File: src/rtl/latch_change_fifo.sv
// Watches the settled latch output, turns each value change into a {timestamp, value}
// event and queues it in a small FIFO drained over a valid/ready port.
module latch_change_fifo #(
   parameter int WIDTH    = 4,
   parameter int DEPTH    = 8,
   parameter int TS_WIDTH = 8
) (
   input  logic                      clk,
   input  logic                      rst,
   input  logic [WIDTH-1:0]          d_in,
   output logic                      out_valid,
   input  logic                      out_ready,
   output logic [WIDTH+TS_WIDTH-1:0] out_data,
   output logic [$clog2(DEPTH):0]    count,
   output logic                      full,
   output logic                      overflow
);

   localparam int AW = $clog2(DEPTH);
   localparam int EW = WIDTH + TS_WIDTH;
   localparam logic [AW:0] DEPTH_C = (AW+1)'(DEPTH);

   logic [WIDTH-1:0]    prev_q, prev_d;
   logic                primed_q, primed_d;
   logic [TS_WIDTH-1:0] ts_q, ts_d;
   logic [AW-1:0]       wr_ptr_q, wr_ptr_d;
   logic [AW-1:0]       rd_ptr_q, rd_ptr_d;
   logic [AW:0]         count_q, count_d;
   logic                valid_q, valid_d;
   logic                full_q, full_d;
   logic                overflow_q, overflow_d;

   logic                push_req, push_ok, pop;
   logic [EW-1:0]       mem [DEPTH];

   always_comb begin
      push_req   = primed_q && (d_in != prev_q);
      pop        = valid_q && out_ready;
      // A pop frees a slot on the same edge, so a full FIFO still accepts the push.
      push_ok    = push_req && (!full_q || pop);

      prev_d     = d_in;
      primed_d   = 1'b1;
      ts_d       = ts_q + 1'b1;
      wr_ptr_d   = push_ok ? wr_ptr_q + 1'b1 : wr_ptr_q;
      rd_ptr_d   = pop ? rd_ptr_q + 1'b1 : rd_ptr_q;

      count_d    = count_q;
      if (push_ok && !pop)
         count_d = count_q + 1'b1;
      else if (pop && !push_ok)
         count_d = count_q - 1'b1;

      valid_d    = (count_d != '0);
      full_d     = (count_d == DEPTH_C);
      overflow_d = overflow_q || (push_req && !push_ok);
   end

   always_ff @(posedge clk) begin
      if (rst) begin
         prev_q     <= '0;
         primed_q   <= 1'b0;
         ts_q       <= '0;
         wr_ptr_q   <= '0;
         rd_ptr_q   <= '0;
         count_q    <= '0;
         valid_q    <= 1'b0;
         full_q     <= 1'b0;
         overflow_q <= 1'b0;
      end else begin
         prev_q     <= prev_d;
         primed_q   <= primed_d;
         ts_q       <= ts_d;
         wr_ptr_q   <= wr_ptr_d;
         rd_ptr_q   <= rd_ptr_d;
         count_q    <= count_d;
         valid_q    <= valid_d;
         full_q     <= full_d;
         overflow_q <= overflow_d;
      end
   end

   // Storage carries no reset; validity is tracked entirely by the pointers and count.
   always_ff @(posedge clk) begin
      if (!rst && push_ok)
         mem[wr_ptr_q] <= {ts_q, d_in};
   end

   assign out_data  = mem[rd_ptr_q];
   assign out_valid = valid_q;
   assign count     = count_q;
   assign full      = full_q;
   assign overflow  = overflow_q;

endmodule

File: config.mk
export PLATFORM = sky130hd
export DESIGN_NAME = latch_change_fifo
export DESIGN_NICKNAME = d
export VERILOG_FILES = /design/src/rtl/latch_change_fifo.sv
export SDC_FILE = /design/constraint.sdc
export NUM_CORES = 1
export LEC_CHECK = 0
export BUFFER_PORTS_ARGS = -buffer_cell sky130_fd_sc_hd__buf_4
export CORE_UTILIZATION = 45
export DETAILED_ROUTE_END_ITERATION = 7
export GPL_TIMING_DRIVEN = 0
export PLACE_DENSITY = 0.59
export RECOVER_POWER = 25
export SLEW_MARGIN = 25
export SYNTH_ARGS = -nofsm -noshare
export SYNTH_HDL_FRONTEND = slang
export SYNTH_SLANG_ARGS = --single-unit
export TNS_END_PERCENT = 30
File: constraint.sdc
create_clock -name clk -period 3.34 [get_ports clk]
set_clock_uncertainty 0.15 [all_clocks]
set_input_delay 0.334 -clock clk [delete_from_list [all_inputs] [get_ports clk]]
set_output_delay 0.334 -clock clk [all_outputs]
set_load 0.005 [all_outputs]
==> out/results.ini, run 1 <==
[run_status]
outcome = completed

[finish]
diodes = 0
seq_area_um2 = 3460
final_nets = 333
area_delta_synth_final_pct = 20.6
drive_gt1_share_pct = 30.0
fillers = 811
multi_input_area_um2 = 1300

[setup_path]
cp.arrival_ns = 3.08
max_stage_delay_ns = 0.70
worstSetupPathType = in -> reg
rr_startpoint = prev_q[1]
crit_chain = dlygate4sd3_1 > clkbuf_1 > xor2_1 > o41ai_4 > a21oi_1 > nor2b_1 > nor2b_2
cp_slowest_cell = nor2b_2
crit_start = d_in[3]
required_ns = 3.32
startpoint_type = primary input
end_kind = register
cp_max_fo = 12

[clocking]
cts_max_path_buffers = 2
clk-insertion-delay-late_ns = 0.51
path_clk_slew_ns = 0.06
cts_resized = 0
htreeDepth = 4
cts_setup_buffers = 0
numCtsBuffers = 17
cts_tree = built
clock_sinks = 125
root_buffer = clkbuf_8

[synthesis]
synth_area_um2 = 4810
async_flop_share_pct = 0
syn_inst = 269
ys_seq_area_share_pct = 72.0
synth_area_leaders = edfxtp_1, dfxtp_1, mux4_2
synth.largest_area_cell = edfxtp_1
ys_seq_elements = 125
synthDominantCellAreaShare_pct = 59.9
yosys_most_used_dff = edfxtp_1
yosysMostFrequentCell = edfxtp_1
synth_fp_nets = 281
synth_cell_types = 31
synthTopCellsByCount = edfxtp_1, dfxtp_1, mux4_2
synth-edff-count = 96
yosysWarnings = 0
avgSynthCellArea_um2 = 17.9

[floorplan]
pin_count = 26
rows = 37
die-area_um2 = 11100
core-area_um2 = 10300
die_h_um = 105
chipWidth_um = 105
initial_core_util_pct = 46.6

[grt]
overflow = 0
grt_pass1_vias = 2568
track_usage_pct = 17.6
grt_pass1_wl_um = 14000
antenna_found_initial = 0
grt_max_degree = 17

[drt]
ant_nets = 0
via_per_inst = 5.25
vias = 2461
drt-total-wl_um = 8710
drt_drc_violations_left = 0
wl_per_cell_um = 18.6
drt_pre_antenna_iters = 4
drt_iter0_drc = 94

[timing]
fmax_ghz = 0.323
period_share_pct = 92.8
slew_viol_final = 0
worstMarginPinSlew_ns = 0.840
setup_ws_ns = 0.242
slew_headroom_pct = 43.9
layout_min_cycle_time_ns = 3.10
setup_violations = 0
timing.final.hold_violations = 0
rsz0062_at_grt = no
whs_ns = 0.346

[run]
maxCapViolations = 0

[placed_design]
gp_congestion = 0.680
io_buffers = 25
hpwl_um = 5380
pre_cts_ws_ns = 0.485

[power_and_ir_drop]
finalPower_mw = 3.95
power_density_nw_per_um2 = 681
vdd_drop_max_v = 0.000299
leakage_nw = 2.01

[hold_path]
min_from = rd_ptr_q[1]
hp-class = reg -> reg

==> power by group <==
group          internal (mW)  switching (mW)
Clock                   1.07           0.610
Combinational          0.263           0.225
Sequential              1.73          0.0478
==> through the flow <==
| step | std cells | instance area, um2 | TNS [ns] | utilization, % |
|---|---|---|---|---|
| finish | 469 | 5810 | 0 | 56.2 |
| global route | 469 | 5810 | 0 | 56.2 |
| CTS | 469 | 5820 | 0 | 56.3 |
| detailed placement | 432 | 5200 | 0 | 50.4 |
| global placement | 430 | 5170 | -12.79 | 50.1 |
| floorplan | 269 | 4810 | 0 | - |
==> registers in the layout (all words and copies together), names as in the netlist, 3 cells and up, named ones only <==
name      cells
count         4
rd_ptr_q      3
prev_q        4
mem          96
ts_q          8
wr_ptr_q      3
==> cell families after synthesis <==
logic type | share of synthesized area (%)
XOR/XNOR | 3.09
AO/OA/AOI/OAI | 2.13
AND/OR/NAND/NOR | 5.69
buffers and inverters | 1.33
adder cells (fa/ha/maj) | 1.30
flip-flops | 72.0
multiplexers | 14.5
==> routing by layer <==
| layer | part of all wire (%) | GRT usage (%) | vias up | wire [um] |
|---|---|---|---|---|
| li1 | - | - | 1143 | - |
| met1 | 46 | 22.7 | 1257 | 4000 |
| met2 | 49 | 27.5 | 50 | 4270 |
| met3 | 3.9 | 5.44 | 11 | 341 |
| met4 | 1.1 | 7.55 | 0 | 93 |
| met5 | 0 | 0 | - | 0 |
==> critical path, delay by kind of cell <==
family / cells / cell delay [ns]
compound gates: 2 / 0.56
xor+xnor: 1 / 0.29
buf+inv: 2 / 0.89
simple gates: 2 / 0.99
==> worst paths after layout <==
kind / cells after the start / slack (ns) / endpoint
hold reg to reg: 2 / 0.35 / register
setup reg to reg: 5 / 0.68 / mem[3][8]
hold / removal: 2 / 0.35 / register
setup / recovery: 7 / 0.24 / mem[3][8]
==> timing repair <==
item	4_1_cts	5_1_grt
hold endpoints to repair	39	0
endpoints found under the setup margin	0	0
hold buffers	6	0
==> cell usage in the layout (no fill, tap or decap), types with 4 or more instances in the layout <==
master	synthesis	routed
clkbuf_16	0	19
mux2_2	13	13
clkbuf_1	5	12
ha_1	5	5
mux4_2	24	24
nand2_1	13	13
xnor2_1	7	7
nor2_1	22	19
buf_4	0	22
inv_1	5	5
nand3_1	6	6
edfxtp_1	96	96
xor2_1	10	10
buf_2	3	4
and3_1	4	4
dlygate4sd3_1	0	6
dfxtp_1	29	29
nor2b_1	7	6
==> layout make-up <==
cell class / instances / share of cell area, %
Buffer: 11 / 0.776
Clock buffer: 26 / 9.16
Sequential cell: 125 / 59.7
Timing Repair Buffer: 33 / 4.29
Multi-Input combinational cell: 128 / 22.4
Clock inverter: 5 / 0.453
Tap cell: 136 / 2.93
Inverter: 5 / 0.323
No activity file was read; power rests on OpenSTA's default activity.
==> inputs of run 2 (changes only) <==
- PLACE_DENSITY: 0.59 -> not set
- PLACE_DENSITY_LB_ADDON: not set -> 0.2
==> out/results.ini, run 2 (synthesis results as in run 1) <==
[run_status]
outcome = completed

[timing]
layout_min_cycle_time_ns = 3.11
whs_ns = 0.348
worstMarginPinSlew_ns = 0.854
slew_headroom_pct = 43.0
rsz0062_at_grt = no
timing.final.hold_violations = 0
period_share_pct = 93.1
fmax_ghz = 0.322
slew_viol_final = 0
setup_violations = 0

[drt]
drt_pre_antenna_iters = 4
ant_nets = 0
via_per_inst = 5.18
vias = 2433
drt_drc_violations_left = 0
drt_iter0_drc = 123
wl_per_cell_um = 18.4
route.met3.wl_um = 301
drt-total-wl_um = 8650
routed.top_layer = met4
drt-met1-wl_um = 4030
dr_wl_met2_um = 4190

[clocking]
clock_sinks = 125
cts_setup_buffers = 0
clk-insertion-delay-late_ns = 0.52
cts_max_path_buffers = 2
root_buffer = clkbuf_8
cts_tree = built
htreeDepth = 4
path_clk_slew_ns = 0.05
numCtsBuffers = 17

[power_and_ir_drop]
leakage_nw = 2.03
switching_share_pct = 21.7
intPower_mw = 3.17
clkPwrFrac_pct = 44.0
pwr-share-comb_pct = 12.1
power_switching_uw = 877
pwr-share-seq_pct = 43.9
power_density_nw_per_um2 = 692
vdd_drop_max_v = 0.000348

[hold_path]
hp-class = reg -> reg

[grt]
track_usage_pct = 17.8
overflow = 0
antenna_found_initial = 0
grt_pass1_vias = 2657
grt_max_degree = 17
grt_pass1_wl_um = 14200

[floorplan]
pin_count = 26
rows = 37
initial_core_util_pct = 46.6
die-area_um2 = 11100
core-area_um2 = 10300
chipWidth_um = 105
die_h_um = 105

[placed_design]
placed_cells = 432
io_buffers = 25
hpwl_um = 5360
gp_congestion = 0.730

[run]
maxCapViolations = 0

[setup_path]
cp.arrival_ns = 2.63
worstSetupPathType = reg -> out
crit_chain = buf_1 > clkbuf_1 > mux4_2 > mux2_2 > buf_4
startpoint_type = register
cp_top_family = buffers and inverters
end_kind = primary output
cp_slowest_cell = clkbuf_1
cp.buffers_inverters = 3
cp_max_fo = 10
max_stage_delay_ns = 0.62
required_ns = 2.86

[finish]
mostFrequentLayoutCell = edfxtp_1
regMostFlops = mem
drive_gt1_share_pct = 30.2
area_delta_synth_final_pct = 21.5
largest_register_ffs = 96
layout_common_cells = edfxtp_1, dfxtp_1, mux4_2, buf_4
post-route-util_pct = 56.6
diodes = 0
instances_no_fill = 470
final_nets = 333
biggestRegsByFlops = mem (96), ts_q (8)

run 2: changes by cell type in the layout (fill, tap and decap cells not counted):
cell        delta
clkbuf_8       +1
bufinv_16      +1
clkinvlp_4     -1
buf_2          -1
clkinv_2       -1
buf_4          +1
clkbuf_4       +1
run 2: repair_timing:
| item | in CTS | in global routing |
|---|---|---|
| resized for setup | 0 | 1 |
| endpoints found under the setup margin | 0 | 9 |
| hold endpoints to repair | 39 | 0 |
| hold buffers | 6 | 0 |
run 2: path summary, 6_finish.rpt:
kind	startpoint	endpoint	slack, ns	cells after the start
max	register	out_data[7]	0.23	5
min	rd_ptr_q[1]	rd_ptr_q[1]	0.35	2
max reg2reg	prev_q[3]	mem[4][1]	0.62	6
min reg2reg	rd_ptr_q[1]	rd_ptr_q[1]	0.35	2
run 2: area by class of cell:
type / count / area (um2)
clock buffers: 28 / 549
flip-flops and latches: 125 / 3460
repair buffers: 33 / 253
clock inverters: 4 / 43.8
plain buffers: 11 / 47.5
well taps: 136 / 170
fillers: 811 / 4480
inverters: 5 / 18.8
multi-input cells: 128 / 1300
run 2: per-stage QoR:
step / TNS (ns) / setup WS [ns] / area (um2) / power (mW)
floorplan: 0 / 0.416 / 4810 / 2.13
global placement: -13.39 / -1.12 / 5170 / 2.29
detailed placement: 0 / 0.366 / 5200 / 2.30
CTS: 0 / 0.115 / 5850 / 4.09
global route: 0 / 0.00636 / 5850 / 4.22
finish: 0 / 0.230 / 5850 / 4.05
run 2: power by group through the flow:
stage	clock network, mW	registers, mW	logic (mW)
CTS	1.81	1.78	0.499
finish	1.78	1.78	0.489
global placement	0	1.81	0.482
detailed placement	0	1.81	0.490
global route	1.88	1.79	0.548
floorplan	0	1.80	0.332
run 2: worst register-to-register path, stage by stage (launching register included):
cell and delay (ns):
dfxtp_1 0.32, xor2_1 0.28, o41ai_4 0.15, a21oi_1 0.40
nand2_1 0.27, nor4_2 0.55, buf_2 0.31
run 2: routing by layer:
| layer | vias to the layer above | global-route usage (%) |
|---|---|---|
| li1 | 1142 | - |
| met1 | 1235 | 23.2 |
| met2 | 44 | 28.1 |
| met3 | 12 | 5.57 |
| met4 | 0 | 6.64 |
| met5 | - | 0 |
